===== config.mk =====
export PLATFORM = sky130hd
export DESIGN_NAME = mux_rr_scheduler
export DESIGN_NICKNAME = d
export VERILOG_FILES = /design/src/rtl/mux_rr_scheduler.sv
export SDC_FILE = /design/constraint.sdc
export NUM_CORES = 1
export LEC_CHECK = 0
export CELL_PAD_IN_SITES_DETAIL_PLACEMENT = 1
export CELL_PAD_IN_SITES_GLOBAL_PLACEMENT = 2
export CORE_UTILIZATION = 31
export CTS_CLUSTER_SIZE = 24
export DETAILED_ROUTE_END_ITERATION = 6
export GPL_TIMING_DRIVEN = 0
export PLACE_DENSITY = 0.73
export SLEW_MARGIN = 0
export SYNTH_ARGS = -nofsm -noshare
export SYNTH_HDL_FRONTEND = slang
export SYNTH_SLANG_ARGS = --single-unit

===== constraint.sdc =====
create_clock -name clk -period 4.2 [get_ports clk]
set_clock_uncertainty 0.1 [all_clocks]
set_input_delay 0.84 -clock clk [delete_from_list [all_inputs] [get_ports clk]]
set_output_delay 0.84 -clock clk [all_outputs]
set_load 0.02 [all_outputs]

===== src/rtl/mux_rr_scheduler.sv =====
// -----------------------------------------------------------------------------
// mux_rr_scheduler
//
// Purpose:
//   Round-robin scheduler that shares one 8x1 mux datapath among 8
//   requesters. It drives the mux select and a one-hot grant. A grant is
//   held for at most HOLD_MAX accepted transfers, or until the granted
//   requester drops its request. Between consecutive grants there is always
//   exactly one IDLE cycle, which gives the mux time to settle.
//
// Ports:
//   clk    in   1  system clock, rising edge
//   rst    in   1  asynchronous, active-high reset
//   req    in   8  request per source; bit i = source i
//   ready  in   1  downstream accepts the current mux output this cycle
//   lock   in   1  (only with MUX_RR_SCHEDULER_LOCK_EN) suppresses the
//                  transfer-count release while high
//   sel    out  3  select for the 8x1 mux (index of granted source)
//   gnt    out  8  one-hot grant; all zero when no grant
//   valid  out  1  mux output is valid for the granted source
//   busy   out  1  high while a grant is active
//
// Parameters:
//   HOLD_MAX  maximum accepted transfers per grant, legal range 1..15
//   CNT_W     transfer counter width, 2**CNT_W must exceed HOLD_MAX
//
// Optional feature macro: MUX_RR_SCHEDULER_LOCK_EN
//   When defined, a `lock` input is added after `ready`. While lock is high
//   the count-based release is suppressed and the counter saturates at
//   HOLD_MAX-1; only a request drop ends the grant.
//
// All outputs are registered.
// -----------------------------------------------------------------------------
module mux_rr_scheduler #(
    parameter int HOLD_MAX = 4,
    parameter int CNT_W    = 4
) (
    input  logic       clk,
    input  logic       rst,
    input  logic [7:0] req,
    input  logic       ready,
`ifdef MUX_RR_SCHEDULER_LOCK_EN
    input  logic       lock,
`endif
    output logic [2:0] sel,
    output logic [7:0] gnt,
    output logic       valid,
    output logic       busy
);

    typedef enum logic [0:0] {
        ST_IDLE  = 1'b0,
        ST_GRANT = 1'b1
    } state_t;

    // Count value at which the next accepted transfer ends the grant.
    localparam logic [CNT_W-1:0] LP_CNT_LAST = CNT_W'(HOLD_MAX - 1);

    // Registered state and outputs.
    state_t           r_state;
    logic [2:0]       r_sel;
    logic [7:0]       r_gnt;
    logic             r_valid;
    logic             r_busy;
    logic [2:0]       r_ptr;
    logic [CNT_W-1:0] r_cnt;

    // Next-state values.
    state_t           w_state_nx;
    logic [2:0]       w_sel_nx;
    logic [7:0]       w_gnt_nx;
    logic             w_valid_nx;
    logic             w_busy_nx;
    logic [2:0]       w_ptr_nx;
    logic [CNT_W-1:0] w_cnt_nx;

    // Arbitration and transfer qualifiers.
    logic             w_found;
    logic [2:0]       w_winner;
    logic             w_lock;
    logic             w_req_sel;
    logic             w_xfer;
    logic             w_cnt_last;
    logic             w_release;

`ifdef MUX_RR_SCHEDULER_LOCK_EN
    assign w_lock = lock;
`else
    assign w_lock = 1'b0;
`endif

    assign w_req_sel  = req[r_sel];
    assign w_xfer     = r_valid & ready & w_req_sel;
    assign w_cnt_last = (r_cnt == LP_CNT_LAST);
    // A dropped request always ends the grant; the count limit only does so
    // when a transfer is accepted on the last allowed beat and lock is low.
    assign w_release  = (~w_req_sel) | (w_xfer & w_cnt_last & ~w_lock);

    // Round-robin search: first set request starting just after the last
    // granted index, wrapping modulo 8 so the last winner is checked last.
    always_comb begin
        logic [2:0] v_idx;
        w_found  = 1'b0;
        w_winner = 3'd0;
        v_idx    = 3'd0;
        for (int i = 1; i <= 8; i++) begin
            v_idx = r_ptr + 3'(i);
            if (!w_found && req[v_idx]) begin
                w_found  = 1'b1;
                w_winner = v_idx;
            end else begin
                w_found  = w_found;
            end
        end
    end

    // Next-state and next-output logic of the IDLE/GRANT controller.
    always_comb begin
        w_state_nx = r_state;
        w_sel_nx   = r_sel;
        w_gnt_nx   = r_gnt;
        w_valid_nx = r_valid;
        w_busy_nx  = r_busy;
        w_ptr_nx   = r_ptr;
        w_cnt_nx   = r_cnt;
        case (r_state)
            ST_IDLE: begin
                if (w_found) begin
                    w_state_nx = ST_GRANT;
                    w_sel_nx   = w_winner;
                    w_gnt_nx   = 8'b0000_0001 << w_winner;
                    w_valid_nx = 1'b1;
                    w_busy_nx  = 1'b1;
                    w_ptr_nx   = w_winner;
                    w_cnt_nx   = {CNT_W{1'b0}};
                end else begin
                    w_valid_nx = 1'b0;
                    w_gnt_nx   = 8'h00;
                    w_busy_nx  = 1'b0;
                end
            end
            ST_GRANT: begin
                if (w_release) begin
                    // sel keeps its last value so the mux path stays stable
                    // through the gap cycle.
                    w_state_nx = ST_IDLE;
                    w_valid_nx = 1'b0;
                    w_gnt_nx   = 8'h00;
                    w_busy_nx  = 1'b0;
                end else if (w_xfer && !w_cnt_last) begin
                    w_cnt_nx = r_cnt + {{(CNT_W-1){1'b0}}, 1'b1};
                end else begin
                    // Either no transfer, or a locked transfer at the last
                    // count: the counter saturates and everything holds.
                    w_cnt_nx = r_cnt;
                end
            end
            default: begin
                w_state_nx = ST_IDLE;
                w_valid_nx = 1'b0;
                w_gnt_nx   = 8'h00;
                w_busy_nx  = 1'b0;
            end
        endcase
    end

    // State and output registers with asynchronous reset; ptr resets to 7 so
    // the first search after reset begins at source 0.
    always_ff @(posedge clk or posedge rst) begin
        if (rst) begin
            r_state <= ST_IDLE;
            r_sel   <= 3'd0;
            r_gnt   <= 8'h00;
            r_valid <= 1'b0;
            r_busy  <= 1'b0;
            r_ptr   <= 3'd7;
            r_cnt   <= {CNT_W{1'b0}};
        end else begin
            r_state <= w_state_nx;
            r_sel   <= w_sel_nx;
            r_gnt   <= w_gnt_nx;
            r_valid <= w_valid_nx;
            r_busy  <= w_busy_nx;
            r_ptr   <= w_ptr_nx;
            r_cnt   <= w_cnt_nx;
        end
    end

    assign sel   = r_sel;
    assign gnt   = r_gnt;
    assign valid = r_valid;
    assign busy  = r_busy;

endmodule


**Word-level counts from Yosys, hierarchy flattened**

Index checks and enable logic that the tools add are counted.

- Register bits: 20
- Input port bits: 11

- Add/subtract/negate cells: 8
- Order comparisons: 9
- Equal/unequal tests: 5
- Shift-type cells: 1
- Muxes and demuxes: 46
- Bitwise operators: 6
- Reductions and logical operators: 18

Operator list:

| cell | number |
|---|---|
| 3-bit by 4-bit less-than comparator with 1-bit output, second input constant | 9 |
| 1-bit binary-select mux with 3-bit select | 9 |
| 3-bit two-way mux | 8 |
| 1-bit two-way mux | 20 |
| 8-bit two-way mux | 2 |
| 8-bit case mux with 2 select lines | 1 |
| 3-bit adder, second input constant | 4 |
| 4-bit two-way mux | 3 |
| 1-bit logical AND | 8 |
| 1-bit logical NOT | 8 |
| 4-bit case mux with 2 select lines | 1 |
| 1-bit by 3-bit << shifter with 8-bit output, first input constant | 1 |
| 3-bit by 2-bit adder with 3-bit output, second input constant | 2 |
| 4-bit by 1-bit adder with 4-bit output, second input constant | 1 |
| 4-bit by 2-bit equality test with 1-bit output, second input constant | 1 |
| 2-bit by 1-bit inequality test with 1-bit output, second input constant | 2 |
| 2-bit inequality test, second input constant | 2 |
| 1-bit case mux with 2 select lines | 2 |
| 3-bit by 1-bit adder with 3-bit output, second input constant | 1 |
| 1-bit AND | 3 |
| 3-bit AND reduction | 1 |
| 1-bit NOT | 2 |
| 2-bit AND reduction | 1 |
| 1-bit OR | 1 |

**Logic depth before layout (Yosys ltp)**

Gate-level depths: netlist (run 1).

- Depth after elaboration: 28
- Gate-level depth with buffers: 16
- Mapped depth without buffers: 10

**Worst setup path after synthesis (run 1)**

Ideal clock, no wire load.

- Path type: register to register
- Start: register r_ptr[0]
- End: register r_gnt[0] (netlist: gnt[0])
- Data arrival time: 4.028 ns
- Path slack: -0.049 ns
- Cell stages (with the launch flop): 16
- Cells stage by stage: dfstp_2 buf_6 clkbuf_1 buf_2 inv_1 ha_1 clkbuf_1 buf_2 mux2i_1 mux2i_1 o221a_2 or3_4 or4b_4 o21ai_4 nor3_2 a22o_1

- Word-level cells in the longest chain between the ends: 28
- Elaborated cells on any way between the ends: 56
- Classes of those cells: add/sub: 7; shift: 1; mux: 34; reduce/logical: 14

Ends and longest elaborated chain:

| element | RTL line | source |
|---|---|---|
| start: declaration | 65 | `logic [2:0] r_ptr;` |
| start signal: assignment | 184 | `r_ptr <= w_ptr_nx;` |
| 3-bit by 1-bit adder with 3-bit output | 107 | `v_idx = r_ptr + 3'(i);` |
| 1-bit binary-select mux with 3-bit select | 108 | `if (!w_found && req[v_idx]) begin` |
| 1-bit two-way mux (implied by the code) | 108 |  |
| 1-bit two-way mux | 108 |  |
| 1-bit logical NOT | 108 |  |
| 1-bit logical AND | 108 |  |
| 1-bit two-way mux | 108 |  |
| 1-bit logical NOT | 108 |  |
| [12 not listed] | -- |  |
| 1-bit logical AND | 108 |  |
| 1-bit two-way mux | 108 |  |
| 1-bit logical NOT | 108 |  |
| 1-bit logical AND | 108 |  |
| 3-bit two-way mux | 108 |  |
| 1-bit by 3-bit << shifter with 8-bit output | 131 | `w_gnt_nx = 8'b0000_0001 << w_winner;` |
| 8-bit two-way mux * | 128 | `if (w_found) begin` |
| 8-bit case mux with 2 select lines * | 126 | `case (r_state)` |
| end signal: assignment | 181 | `r_gnt <= w_gnt_nx;` |
| end: declaration | 62 | `logic [7:0] r_gnt;` |

Mark *: on every way between the ends. The rest lies on a longest branch, timed or not. The select of a mux whose other input is x is not followed.
A chain may end at the register's enable or synchronous reset.

**Worst setup path in the final report (run 1)**

- Start: register r_ptr[0]
- End: register r_gnt[4] (netlist: gnt[4])

Same word-level chain as after synthesis.

==> summary.txt, run 1 <==
Run status
  – Status: finished, final reports clean

Synth
  – Ys flop type: dfrtp_1
  – Top cells by area, synth: dfrtp_1, mux2i_1, mux4_2
  – Synth async-reset ratio: 1.00
  – Syn nets: 209
  – Fraction of the mapped netlist area in adder cells: 0.0202
  – Synth top area share: 0.229
  – Synth Area in Simple Gates: 0.187
  – EDFF count, synth: 0
  – Sequential fraction of the synthesis area: 0.272
  – Yosys top cell by area: dfrtp_1
  – Multiplexer share of the synthesized area: 0.224
  – Largest family of logic cells by synthesized area: multiplexers
  – Synth Instances: 195
  – Synth Area in Compound Gates: 0.218
  – #FFs+latches synth: 20
  – Ys Warns: 0
  – Post-Syn Area: 1860 sq um
  – Synthesized area per cell: 9.52 sq um
  – Post-synth cell types: 59
  – Synth Area in XOR/XNOR: 0.0276

Worst hold path
  – Hold Path Class: reg -> reg
  – Hold Path Sink: gnt[7]
  – Hold path depth: 2
  – Beginning of the worst hold path: gnt[7]

Final layout
  – Syn-to-layout area delta: 28.6%
  – Ant diodes: 0
  – Nets: 242
  – Multi-input logic area: 1340 sq um
  – FILL cells: 635
  – Design area: 2390 sq um
  – Reg area: 504 sq um
  – Share of cells above drive strength 1: 0.264

CTS
  – Sink Count: 20
  – Clk pin slew, worst setup/hold paths: 0.08 ns
  – Skew-Pair Late Insertion Delay: 0.26 ns
  – Number of H-tree levels: 1
  – Clk buf depth: 2
  – CTS tree: built
  – CTS buffer count: 3
  – Clk root buf: clkbuf_8

Floorplanning
  – DIE AREA: 6300 sq um
  – Initial Util: 0.329
  – Die height: 79.4 um
  – Row count: 27
  – Io pins: 24
  – Chip Width: 79.4 um
  – Floorplan core area: 5640 sq um

Global route
  – Gr ovfl total: 0
  – Largest net degree at the start of global routing: 21
  – Vias in the first global route: 1851
  – GRT Util Overall: 0.195
  – Antenna violations before repair: 0
  – First-pass GRT wire length: 9560 um

Worst setup path
  – Crit path buffers/inverters: 5
  – R2R setup slack: 0.17 ns
  – CP Max Fanout: 10
  – Crit path launch type: flop
  – CP arrival: 4.09 ns
  – Cell-by-cell trace of the critical path: buf_6 -> buf_6 -> buf_6 -> clkinvlp_4 -> ha_4 -> buf_8 -> mux2i_4 -> mux2i_1 -> o221a_2 -> or3_4 -> or4_1 -> o2111a_2 -> a32o_1
  – Crit-path max cell delay: 0.56 ns
  – Critical Path End Type: flop
  – Reg-to-Reg Start: r_ptr[0]
  – CP required: 4.26 ns
  – Worst Reg-to-Reg Cells: 13
  – Crit path from: r_ptr[0]
  – Setup CP Type: reg -> reg
  – Most frequent cell on the critical path: buf_6
  – CP Depth: 13
  – R2r endpoint: gnt[4]
  – Crit path max-delay family: simple AND/OR/NAND/NOR gates
  – Critical-path top delay cell: dfstp_2

Detailed routing
  – Wirelength per Cell: 18.9 um
  – Post-route ant nets: 0
  – Via density: 5.80
  – Via count: 1734
  – Starting DRC count in detailed routing: 81
  – Drt pass-1 iters: 4
  – DRC viols: 0
  – Post-Route WL: 5660 um

Timing
  – Slew HR: 0.406
  – Tmin final: 4.03 ns
  – Final Hold Viols: 0
  – Max Clk Rate: 0.248 GHz
  – Post-route clock period utilization: 0.959
  – Setup violations, final: 0
  – Final Max Tran Viols: 0
  – Worst Tran Pin Value: 0.887 ns
  – Fin Setup TNS: 0 ns

Job
  – Max Cap Viol: 0

Placed design
  – Gpl congestion: 0.848
  – DP Area: 2180 sq um
  – Hpwl dp: 4360 um
  – PortBufs: 23
## routing by layer
| layer | up-vias | track usage | routed length [um] |
|---|---|---|---|
| li1 | 819 | - | - |
| met1 | 879 | 0.271 | 2730 |
| met2 | 29 | 0.318 | 2760 |
| met3 | 7 | 0.0299 | 120 |
| met4 | 0 | 0.0400 | 50 |
| met5 | - | 0 | 0 |
## cells in the final DEF, fill, tap and decap left out, types with 5 or more instances in the layout
cell type,netlist,layout
mux2_2,7,6
nor3_1,6,6
clkdlybuf4s50_1,0,23
nor2_1,16,16
inv_1,9,8
dfrtp_1,17,17
o22ai_1,5,5
nand3_1,5,5
mux4_2,6,6
nand2_1,15,14
nand2b_1,5,5
buf_4,1,7
a21oi_1,5,5
mux2i_1,16,13
## worst max-delay path by stage
stage / endpoint / slack [ns]
after floorplan: gnt[0] / 0.07
after CTS: gnt[4] / 0.03
after global placement: gnt[4] / -0.52
after global routing: gnt[0] / -0.004
final: gnt[4] / 0.17
after detailed placement: gnt[6] / -0.60
## area by class of cell
class	instances	area share
timing repair buffer	29	0.115
buffer	11	0.0341
sequential	20	0.211
multi-input combinational	154	0.563
inverter	9	0.0157
tap	72	0.0378
clock buffer	4	0.0231
## cell usage after synthesis, types with 4 or more instances
master,n
a21oi_1,5
a22o_1,4
mux4_2,6
buf_2,4
mux2_2,7
clkbuf_1,5
dfrtp_1,17
nor3_1,6
o22ai_1,5
mux2i_1,16
or4_1,4
nand3_1,5
nand2_1,15
nor2_1,16
inv_1,9
nand2b_1,5
a221oi_1,5
## registers in the layout, summed over array words and instances (netlist names)
| signal | cells |
|---|---|
| busy | 1 |
| gnt | 8 |
| r_cnt | 4 |
| r_ptr | 3 |
| r_state | 1 |
| sel | 3 |
## stage by stage
step | hold WS [ns] | setup slack (ns) | cells | util
final | 0.385 | 0.172 | 299 | 0.423
after global routing | 0.414 | -0.00424 | 299 | 0.423
after CTS | 0.395 | 0.0277 | 293 | 0.409
after detailed placement | 0.377 | -0.600 | 290 | 0.386
after global placement | 0.367 | -0.521 | 290 | 0.386
after floorplan | 0.411 | 0.0714 | 195 | -
## kinds of logic after synthesis
group,after synthesis
compound gates,51
xor+xnor,5
mux,32
flops,20
buf+inv,21
simple gates,63
fa+ha+maj,3
## worst min-delay path: stages, from the launching register on
cell and delay, ns:
dfrtp_1 0.35, nand2_1 0.05, o21ai_1 0.06
## repair_timing
| item | in CTS | in global routing |
|---|---|---|
| hold buffers | 0 | 0 |
| endpoints found under the setup margin | 20 | 15 |
| pin swaps | 0 | 1 |
| gates resized for setup | 15 | 9 |
| gates cloned | 0 | 0 |
| buffers inserted | 0 | 6 |
Power of run 1 is not shown: default switching activity piles up to over one toggle a cycle in this logic, so the estimate is an artifact.
==> run 2: changes to the inputs <==
--- a/config.mk
+++ b/config.mk
@@ -14,2 +14,3 @@
 export PLACE_DENSITY = 0.73
+export SKIP_CTS_REPAIR_TIMING = 1
 export SLEW_MARGIN = 0
==> constraint.sdc (replaced) <==
create_clock -name clk -period 4.2 [get_ports clk]
set_clock_uncertainty 0.1 [all_clocks]
set_input_delay 1.05 -clock clk [delete_from_list [all_inputs] [get_ports clk]]
set_output_delay 1.05 -clock clk [all_outputs]
set_load 0.02 [all_outputs]
==> summary.txt, run 2 (synthesized netlist as in run 1, its figures left out) <==
Timing
  – Setup violations, final: 0
  – Tmin final: 4.01 ns
  – Final Max Tran Viols: 0
  – Post-route clock period utilization: 0.955
  – Final Hold Viols: 0
  – Slew HR: 0.404
  – Fin Setup TNS: 0 ns
  – RSZ-0062 raised after global routing: false
  – Worst Tran Pin Value: 0.890 ns
  – Max Clk Rate: 0.249 GHz

Floorplanning
  – Die height: 79.4 um
  – Io pins: 24
  – Row count: 27
  – Initial Util: 0.329
  – DIE AREA: 6300 sq um
  – Chip Width: 79.4 um
  – Floorplan core area: 5640 sq um

CTS
  – Skew-Pair Late Insertion Delay: 0.26 ns
  – CTS tree: built
  – Clk buf depth: 2
  – Clk pin slew, worst setup/hold paths: 0.08 ns
  – CTS buffer count: 3
  – Clk root buf: clkbuf_8
  – Sink Count: 20
  – Number of H-tree levels: 1

Worst setup path
  – Crit path launch type: flop
  – CP Max Fanout: 10
  – Setup CP Type: reg -> reg
  – CP required: 4.26 ns
  – CP arrival: 4.07 ns
  – R2R setup slack: 0.19 ns
  – Critical Path End Type: flop

Detailed routing
  – Post-Route WL: 5630 um
  – Via density: 5.86
  – Wirelength per Cell: 18.9 um
  – Starting DRC count in detailed routing: 81
  – Drt pass-1 iters: 4
  – Post-route ant nets: 0
  – Via count: 1747
  – DRC viols: 0

Global route
  – GRT met2 Usage: 0.308
  – First-pass GRT wire length: 9430 um
  – Gr ovfl total: 0
  – Vias in the first global route: 1834
  – GR peak layer: met2
  – Antenna violations before repair: 0
  – Met3 Track Usage GR: 0.0333
  – Largest net degree at the start of global routing: 21
  – GR Util met1: 0.269
  – GRT Util Overall: 0.192

Run status
  – Status: finished, final reports clean

Final layout
  – FILL cells: 635
  – Reg area: 504 sq um
  – Nets: 241
  – Multi-input logic area: 1340 sq um
  – Syn-to-layout area delta: 28.0%
  – Most common cell after layout, fill and taps aside: clkdlybuf4s50_1
  – Commonest non-fill, non-tap cells in the layout: clkdlybuf4s50_1, dfrtp_1, nor2_1, nand2_1, mux2i_1
  – Final Instance Count excl. Fillers: 298
  – Ant diodes: 0
  – Share of cells above drive strength 1: 0.257
  – Max reg flops: 8

Worst hold path
  – Hold Path Class: reg -> reg

Placed design
  – Hpwl dp: 4360 um
  – Placed insts: 290
  – PortBufs: 23
  – Gpl congestion: 0.848

Job
  – Max Cap Viol: 0
## run 2: changes by cell type in the layout (fill, tap and decap cells not counted), sizes merged
cell,before,now
buf,14,13
clkinvlp,1,0
inv,8,9
## run 2: metal layers
metal  wire (um)  up-vias
met5           0        -
met4          54        0
met3         169        7
met2        2770       31
met1        2630      892
li1            -      817
## run 2: path summary, 6_finish.rpt
kind / startpoint / end / cells past startpoint
setup / recovery: r_ptr[0] / gnt[4] / 13
hold / removal: gnt[7] / gnt[7] / 2
setup reg to reg: r_ptr[0] / gnt[4] / 13
hold reg to reg: gnt[7] / gnt[7] / 2
max in group asynchronous: rst / sel[1] / 2
min in group asynchronous: rst / gnt[3] / 2
## run 2: through the flow
stage | hold WS, ns | setup WS, ns | instance area [sq um] | utilization
floorplan | 0.411 | 0.0714 | 1860 | -
global placement | 0.367 | -0.521 | 2180 | 0.386
detailed placement | 0.377 | -0.600 | 2180 | 0.386
CTS | 0.395 | -0.622 | 2230 | 0.396
global route | 0.414 | 0.00943 | 2370 | 0.421
finish | 0.385 | 0.191 | 2370 | 0.421
## run 2: final cells by class
| class | count | share of cell area |
|---|---|---|
| clock buffer | 4 | 0.0232 |
| tap | 72 | 0.0379 |
| buffer | 11 | 0.0342 |
| timing repair buffer | 28 | 0.113 |
| multi-input combinational | 154 | 0.565 |
| inverter | 9 | 0.0142 |
| sequential | 20 | 0.212 |
## run 2: critical path: stages (launching register included)
cell,delay [ns]
dfstp_2,0.56
buf_6,0.17
buf_6,0.17
buf_6,0.17
inv_1,0.12
ha_4,0.34
buf_8,0.17
mux2i_2,0.30
nand2_2,0.12
o221a_2,0.32
or3_4,0.41
or4_1,0.50
o2111a_2,0.21
a32o_1,0.23
Power of run 2 is left out for the same reason.
